## config.mk

```make
export PLATFORM = sky130hd
export DESIGN_NAME = noise_scheduler
export DESIGN_NICKNAME = d
export VERILOG_FILES = /design/src/rtl/noise_scheduler_pkg.sv /design/src/rtl/noise_scheduler_lfsr.sv /design/src/rtl/noise_scheduler.sv
export SDC_FILE = /design/constraint.sdc
export NUM_CORES = 1
export LEC_CHECK = 0
export ABC_AREA = 1
export CAP_MARGIN = 15
export CORE_ASPECT_RATIO = 0.75
export CORE_UTILIZATION = 55
export CTS_CLUSTER_DIAMETER = 80
export DETAILED_ROUTE_END_ITERATION = 6
export GPL_TIMING_DRIVEN = 0
export PLACE_DENSITY = 0.8
export SLEW_MARGIN = 30
export SYNTH_ARGS = -nofsm -noshare
export SYNTH_HDL_FRONTEND = slang
export SYNTH_SLANG_ARGS = --single-unit
export TNS_END_PERCENT = 30
```

## constraint.sdc

```tcl
create_clock -name clock -period 5.1 [get_ports clock]
set_clock_uncertainty 0.2 [all_clocks]
set_input_delay 1.02 -clock clock [delete_from_list [all_inputs] [get_ports clock]]
set_output_delay 1.02 -clock clock [all_outputs]
set_load 0.005 [all_outputs]
```

## src/rtl/noise_scheduler_pkg.sv

```systemverilog
// ============================================================================
//  Module      : noise_scheduler_pkg
//  Description : Shared FSM encoding, default widths and LFSR feedback helper.
//  Revision    : 1.0 - initial release
// ============================================================================
`default_nettype none

package noise_scheduler_pkg;

    localparam int LFSR_WIDTH     = 16;
    localparam int DEF_NUM_REQ    = 4;
    localparam int DEF_WORD_WIDTH = 16;
    localparam logic [LFSR_WIDTH-1:0] DEF_SEED = '0;

    typedef enum logic [1:0] {
        IDLE  = 2'd0,
        SHIFT = 2'd1,
        DONE  = 2'd2
    } state_t;

    // XNOR of taps 16,15,13,4; the all-zero state is therefore legal.
    function automatic logic lfsr_feedback(input logic [LFSR_WIDTH-1:0] s);
        return ~(s[15] ^ s[14] ^ s[12] ^ s[3]);
    endfunction

endpackage

`default_nettype wire

```

## src/rtl/noise_scheduler_lfsr.sv

```systemverilog
// ============================================================================
//  Module      : noise_scheduler_lfsr
//  Description : 16-bit Fibonacci XNOR LFSR; q is the bit entering the register.
//  Revision    : 1.0 - initial release
// ============================================================================
`default_nettype none

module noise_scheduler_lfsr
    import noise_scheduler_pkg::*;
#(
    parameter logic [LFSR_WIDTH-1:0] RESET_VAL = '0
) (
    input  logic clock,
    input  logic reset_l,
    input  logic en,
    output logic q
);

    logic [LFSR_WIDTH-1:0] lfsr_q;

    assign q = lfsr_feedback(lfsr_q);

    always_ff @(posedge clock or negedge reset_l) begin
        if (!reset_l) begin
            lfsr_q <= RESET_VAL;
        end else if (en) begin
            lfsr_q <= {lfsr_q[LFSR_WIDTH-2:0], q};
        end
    end

endmodule

`default_nettype wire

```

## src/rtl/noise_scheduler.sv

```systemverilog
// ============================================================================
//  Module      : noise_scheduler
//  Description : Round-robin arbiter serialising requesters onto one LFSR.
//  Revision    : 1.0 - initial release
// ============================================================================
`default_nettype none

module noise_scheduler
    import noise_scheduler_pkg::*;
#(
    parameter int                    NUM_REQ    = DEF_NUM_REQ,
    parameter int                    WORD_WIDTH = DEF_WORD_WIDTH,
    parameter logic [LFSR_WIDTH-1:0] SEED       = DEF_SEED
) (
    input  logic                       clock,
    input  logic                       reset_l,
    input  logic [NUM_REQ-1:0]         req,
    output logic [NUM_REQ-1:0]         ack,
    output logic [WORD_WIDTH-1:0]      data,
    output logic [$clog2(NUM_REQ)-1:0] data_id,
    output logic                       busy
);

    localparam int ID_W  = $clog2(NUM_REQ);
    localparam int CNT_W = $clog2(WORD_WIDTH);

    state_t                state_q, state_d;
    logic                  busy_q;
    logic [ID_W-1:0]       grant_q;
    logic [CNT_W-1:0]      cnt_q;
    logic [WORD_WIDTH-2:0] word_q;
    logic [WORD_WIDTH-1:0] data_q;
    logic [ID_W-1:0]       data_id_q;
    logic [NUM_REQ-1:0]    ack_q;

    logic                  arb_valid;
    logic [ID_W-1:0]       arb_idx;
    logic [ID_W-1:0]       arb_cand;
    int                    arb_pos;
    logic                  shift_last;
    logic                  lfsr_en;
    logic                  lfsr_bit;
    logic                  grant_now;
    logic                  done_entry;
    logic [WORD_WIDTH-1:0] word_next;
    logic [NUM_REQ-1:0]    ack_d;

    noise_scheduler_lfsr #(
        .RESET_VAL (SEED)
    ) u_lfsr (
        .clock   (clock),
        .reset_l (reset_l),
        .en      (lfsr_en),
        .q       (lfsr_bit)
    );

    // Search starts just after the previous winner so every requester gets a turn.
    always_comb begin
        arb_valid = 1'b0;
        arb_idx   = '0;
        arb_pos   = 0;
        arb_cand  = '0;
        for (int i = 0; i < NUM_REQ; i++) begin
            arb_pos  = (int'(grant_q) + 1 + i) % NUM_REQ;
            arb_cand = ID_W'(arb_pos);
            if (!arb_valid && req[arb_cand]) begin
                arb_valid = 1'b1;
                arb_idx   = arb_cand;
            end
        end
    end

    assign shift_last = (cnt_q == CNT_W'(WORD_WIDTH - 1));

    always_ff @(posedge clock or negedge reset_l) begin
        if (!reset_l) begin
            state_q <= IDLE;
            busy_q  <= 1'b0;
        end else begin
            state_q <= state_d;
            busy_q  <= (state_d != IDLE);
        end
    end

    always_comb begin
        state_d = state_q;
        case (state_q)
            IDLE:    if (arb_valid)  state_d = SHIFT;
            SHIFT:   if (shift_last) state_d = DONE;
            DONE:                    state_d = IDLE;
            default:                 state_d = IDLE;
        endcase
    end

    always_comb begin
        lfsr_en    = (state_q == SHIFT);
        grant_now  = (state_q == IDLE) && arb_valid;
        done_entry = (state_q == SHIFT) && shift_last;
        word_next  = {word_q, lfsr_bit};
        ack_d      = (state_q == DONE) ? (NUM_REQ'(1) << grant_q) : '0;
    end

    // data/data_id load as the word completes and hold until the next completion.
    always_ff @(posedge clock or negedge reset_l) begin
        if (!reset_l) begin
            grant_q   <= ID_W'(NUM_REQ - 1);
            cnt_q     <= '0;
            word_q    <= '0;
            data_q    <= '0;
            data_id_q <= '0;
            ack_q     <= '0;
        end else begin
            ack_q <= ack_d;
            if (grant_now) begin
                grant_q <= arb_idx;
                cnt_q   <= '0;
            end else if (lfsr_en) begin
                cnt_q  <= shift_last ? '0 : cnt_q + CNT_W'(1);
                word_q <= word_next[WORD_WIDTH-2:0];
            end
            if (done_entry) begin
                data_q    <= word_next;
                data_id_q <= grant_q;
            end
        end
    end

    assign ack     = ack_q;
    assign data    = data_q;
    assign data_id = data_id_q;
    assign busy    = busy_q;

endmodule

`default_nettype wire

```

==> flow_summary.ini <==
[layout]
fillers = 282
num_antenna_cells = 0
area_growth_pct = 21.2
nets = 268
drive_gt1_share_pct = 15.9
post-route-util_pct = 70.9

[synthesis]
synth_ff_type = dfrtp_1
async_flop_share_pct = 100
yosysSeqAreaShare_pct = 54.3
synth.top_cell.area_share_pct = 51.9
yosysWarnings = 0
synth_edf_count = 0
ys_top_cells_by_count = nand2_1 (72), dfrtp_1 (45), inv_1 (14)
synth_most_common_cell = nand2_1
yosys-top-cells-area = dfrtp_1 (52%), nand2_1 (12%), mux2_1 (5.7%), ha_1 (2.9%), dfstp_2 (2.4%)
synth_seq_cells = 47
synth_cell_type_count = 28
synth_fp_nets = 233
synthCells = 222
syn_area_per_cell_sq_um = 9.77
syn_area_sq_mm = 0.00217
yosysTopAreaCell = dfrtp_1

[route]
wl_per_cell_um = 11.8
dr.first_iter.drc_count = 141
routed_wl_mm = 3.67
vias_per_cell = 4.82
num_vias = 1494
ant_nets = 0
drc = 0
first_pass_iters = 4

[timing]
finalHoldViolCount = 0
period_share_pct = 46.8
fin_crit_ns = 2.39
fmax_mhz = 419
worst_slew_margin_rel_pct = 62.4
tightest_slew_ns = 0.564
setup_viol = 0
maxSlewViolCount = 0
grt_setup_unrepaired = false
tns_ns = 0

[clock_network]
cts_hold_buf = 0
cts_inserted_buffers = 5
clock-root-buffer = clkbuf_8
clock_path_buffers = 2
clkTransAtPathRegs_ns = 0.08
cts-resized-gates = 0
cts_num_sinks = 47
post_cts_buffers = 0
clock_latency_ns = 0.29
htree_levels = 2
cts_tree = yes

[placement]
portBuffers = 28
place_congestion = 0.800
hpwl_mm = 2.63

[worst_setup_path]
path_class = reg2out
worst_setup_path_end_kind = output pin
start_kind = register
path_cells = clkdlybuf4s50_1
max_stage_delay_ns = 0.52
cp_num_cells = 1
path_max_fanout = 2
crit_family = buffers and inverters
crit_arrival_ns = 1.17
rr_worst_depth = 11
slowest_stage = clkdlybuf4s50_1
critPathRequiredTime_ns = 3.88
crit_buf_inv = 1

[die]
num_rows = 19
die_area_sq_mm = 0.00420
io_pins = 29
start_util_pct = 58.5
die_w_um = 74.5
core_area_sq_mm = 0.00371
fp.dieH_um = 56.4

[power]
power_frac_seq_pct = 35.9
power.internal_uw = 1070
clockPowerShare_pct = 15.4
ir_drop_mv = 0.412
power.density_mw_per_mm2 = 678
combPwrFrac_pct = 48.7
total_power_uw = 1780
sw_frac_of_total_pct = 40.3
p_switching_uw = 718
p_leak_uw = 0.00130

[grt]
grt_max_degree = 48
grt_pass1_wl_mm = 6.30
antenna_found_initial = 0
gr-total-overflow = 0
first_global_vias = 1313
grt_usage_pct = 20.3

[flow_run]
drv_cap = 0

[hold_path]
hold_class = reg2reg
hold_path_depth = 1

[run_status]
status = finished, final reports clean
==> routing by layer <==
| layer | GRT usage (%) | up-vias | share of wire [%] |
|---|---|---|---|
| met5 | 0 | - | 0 |
| met4 | 4.31 | 0 | 0.68 |
| met3 | 5.92 | 4 | 4.6 |
| met2 | 28.8 | 39 | 45 |
| met1 | 30.8 | 685 | 49 |
| li1 | - | 766 | - |
==> registers in the layout (all words and copies together) (netlist names) <==
| register | flops |
|---|---|
| busy | 1 |
| data | 16 |
| data_id | 2 |
| ack | 4 |
| state_q | 2 |
| grant_q | 2 |
| word_q | 15 |
| cnt_q | 4 |
| u_lfsr.lfsr_q | 1 |
==> cells in the final DEF (no fill, tap or decap), types with 3 or more instances in the layout <==
cell,instances
mux2_1,11
ha_1,5
nand3_1,10
nand2_2,6
buf_4,4
xnor2_1,3
inv_1,14
o21ai_1,5
clkdlybuf4s50_1,27
dfrtp_1,45
inv_2,4
mux2_2,3
clkbuf_8,6
nand2_1,72
nor2_1,10
o21ai_0,6
a21oi_1,6
==> layout make-up <==
| type | count | area, sq um | share of cell area, % |
|---|---|---|---|
| clock buffers | 6 | 82.6 | 3.14 |
| plain buffers | 6 | 35.0 | 1.33 |
| well taps | 52 | 65.1 | 2.47 |
| flip-flops and latches | 47 | 1180 | 44.8 |
| clock inverters | 2 | 35.0 | 1.33 |
| repair buffers | 28 | 278 | 10.6 |
| inverters | 19 | 73.8 | 2.81 |
| multi-input cells | 150 | 882 | 33.5 |
==> metrics by stage <==
stage               hold slack (ns)  std cells  setup WS (ns)  instance area, sq um
floorplan                     0.260        222           3.04                  2170
global placement              0.269        302           1.61                  2510
detailed placement            0.275        302           2.48                  2510
CTS                           0.294        310           2.69                  2630
global route                  0.307        310           2.64                  2630
finish                        0.288        310           2.71                  2630
==> kinds of logic (layout without fill, tap and decap cells) <==
family / after synthesis / count (layout) / synth area share, %
AND/OR/NAND/NOR: 108 / 108 / 24.2
flip-flops: 47 / 47 / 54.3
buffers and inverters: 25 / 61 / 5.02
AO/OA/AOI/OAI: 19 / 19 / 4.73
multiplexers: 14 / 14 / 7.27
adder cells (fa/ha/maj): 5 / 5 / 2.88
XOR/XNOR: 4 / 4 / 1.62
==> power groups by stage <==
| stage | registers (uW) | logic (uW) | clock network (uW) |
|---|---|---|---|
| 2_1_floorplan | 628 | 611 | 0 |
| 3_3_place_gp | 637 | 837 | 0 |
| 3_5_place_dp | 646 | 859 | 0 |
| 4_1_cts | 640 | 870 | 280 |
| 5_1_grt | 660 | 970 | 297 |
| 6_report | 640 | 869 | 275 |
==> path summary, 6_finish.rpt <==
| check | start | end | slack (ns) |
|---|---|---|---|
| min in group asynchronous | reset_l | data[9] | 0.51 |
| max reg2reg | grant_q[0] | grant_q[1] | 2.90 |
| max | data[7] | data[7] | 2.71 |
| max in group asynchronous | reset_l | grant_q[1] | 3.80 |
| min | data[10] | data[10] | 0.29 |
| min reg2reg | data[10] | data[10] | 0.29 |
Note: power is estimated with default switching activity, not from simulation.
==> edit (same settings) <==
Set the package constant `DEF_NUM_REQ` to 8 (it was 4).
--- a/src/rtl/noise_scheduler_pkg.sv
+++ b/src/rtl/noise_scheduler_pkg.sv
@@ -10,3 +10,3 @@
     localparam int LFSR_WIDTH     = 16;
-    localparam int DEF_NUM_REQ    = 4;
+    localparam int DEF_NUM_REQ    = 8;
     localparam int DEF_WORD_WIDTH = 16;
Ports: changed (resized ack, data_id and req); port bits go from 29 to 38. No check against the original RTL was run, so the function may have changed too.
==> edit against the unedited design <==
- design area is 29% higher
- fmax shrank 24%
- synthesized area grew 31%
- critical path depth up 15
- utilization shrank 2.2 points
- worst setup slack worse by 0.75 ns
- sequential cell count up 6
- register-to-register slack worse by 0.94 ns
- hold slack better by 0.012 ns
- sequential share of layout area decreased by 5.6 points
- routed wire length rose by 61%
- synthesized cell count grew 52%
- critical path type is now flop to flop
Power is not shown: default switching activity piles up to over one toggle a cycle in this logic, so the estimate is an artifact.
==> edit: results (changes against the unedited design) <==
| Metric | Value |
|---|---|
| Outcome | finished clean |
| Unique masters post-synth | 34 (+21%) |
| Synth warn | 0 (unchanged) |
| Hold endpoint | u_lfsr.lfsr_q[8] |
| Hold path depth | 2 (+1) |
| Post-synthesis sequential area ratio | 46.7% (-7.6 points) |
| Top post-synthesis cells by area | dfrtp_1 (44%), nand2_1 (15%), mux2_2 (5.1%) |
| Total number of vias | 2322 (+55%) |
| Reg2Reg Setup Slack | 1.96 ns (-0.94 ns) |
| Global-route wire length before repair | 9810 um (+56%) |
| Hold slack | 0.299 ns (+0.0115 ns) |
| Layout cell share with drive strength beyond 1 | 13.1% (-2.8 points) |
| Clk slew on worst S/H paths | 0.10 ns (+0.02 ns) |
| Placed instance area | 3290 um2 (+31%) |
| Setup crit end | cnt_q[2] |
| DRT Pass-1 Iters | 5 (+1) |
| H-tree Lvls | 2 (unchanged) |
| Post-CTS Repair Setup Buffers | 0 (unchanged) |
| Least-Margin Pin Slew | 0.685 ns (+0.121 ns) |
| Crit-path max cell delay | 0.61 ns (+0.09 ns) |
| Vias in the first global route | 2028 (+54%) |
| Longest Clk Path Bufs | 2 (unchanged) |
| Worst path slowest cell | dfstp_2 |
| Synth top cells by count | nand2_1 (112), dfrtp_1 (50), nand3_1 (28) |
| Cell count after placement | 434 (+44%) |
| Fillcell total | 399 (+41%) |
| Dpl ws | 2.00 ns (-0.473 ns) |
| Port bufs | 37 (+32%) |
| Worst hold path startpoint | u_lfsr.lfsr_q[7] |
| Crit-path max FO | 12 (+10) |
| Post-CTS Resized | 0 (unchanged) |
| RD Place Congestion | 0.960 (+20%) |
| Vias per std cell | 5.25 (+9.0%) |
| Initial DRC count | 126 (-11%) |
| Max reg flops | 16 (unchanged) |
| Register-to-Register Path Depth | 16 (+5) |
| RR Startpoint | grant_q[0] |
| Fmax | 318 MHz (-24%) |
| GRT Resource Usage Total | 23.2% (+2.9 points) |
| CTS Sinks | 53 (+13%) |
| N_diodes | 0 (unchanged) |
| Nets | 399 (+49%) |
| CP delay by family, top | simple AND/OR/NAND/NOR gates |
| Total wire length | 5920 um (+61%) |
| Dpl hpwl | 4410 um (+68%) |
| Mapped cell area | 2850 um2 (+31%) |
| Ys flop type | dfrtp_1 |
| Largest net degree at the start of global routing | 54 (+13%) |
| CP Data Arrival Time | 3.18 ns (+2.01 ns) |
| Mean post-synth cell area | 8.45 um2 (-13%) |
| Clk Latency, worst-skew pair | 0.31 ns (+0.02 ns) |
| Net count after synthesis | 355 (+52%) |
| CTS buffer count | 5 (unchanged) |
==> edit: changes by cell type after synthesis, sizes merged, moves of 2 or more <==
cell and change:
nand2 +39, nand3 +18, nor2 +14, nor3 +8
inv +7, dfrtp +5, a21oi +4, clkbuf +4
ha +3, nand4 +3, xnor2 +3, o21ai +2
or2 +2
==> edit: logic make-up (layout without fill, tap and decap cells) <==
family	after synthesis	count (layout)	synth area share [%]
flops	53	53	46.7
xor+xnor	8	8	2.46
simple gates	194	194	31.3
buf+inv	36	81	6.24
fa+ha+maj	8	8	3.51
mux	13	13	5.14
compound gates	25	25	4.66
==> edit: per-layer routing <==
metal	global-route usage, %	wire (um)	vias to the layer above
li1	-	-	1164
met1	35.7	3080	1084
met2	34.1	2470	67
met3	3.62	311	7
met4	5.51	59	0
met5	0	0	-
==> edit: cell type report <==
cell class	instances	area [um2]	area share [%]
Tap cell	60	75.1	2.22
Buffer	10	80.1	2.36
Clock inverter	2	13.8	0.406
Inverter	26	97.6	2.88
Multi-Input combinational cell	248	1340	39.6
Timing Repair Buffer	37	368	10.9
Clock buffer	6	82.6	2.44
Sequential cell	53	1330	39.3
==> edit: worst register-to-register path: cells and delay by family (launching register included) <==
kind                     cells  cell delay [ns]
AND/OR/NAND/NOR             11             1.40
flip-flops                   1             0.61
buffers and inverters        3             0.44
adder cells (fa/ha/maj)      1             0.31
AO/OA/AOI/OAI                1             0.11
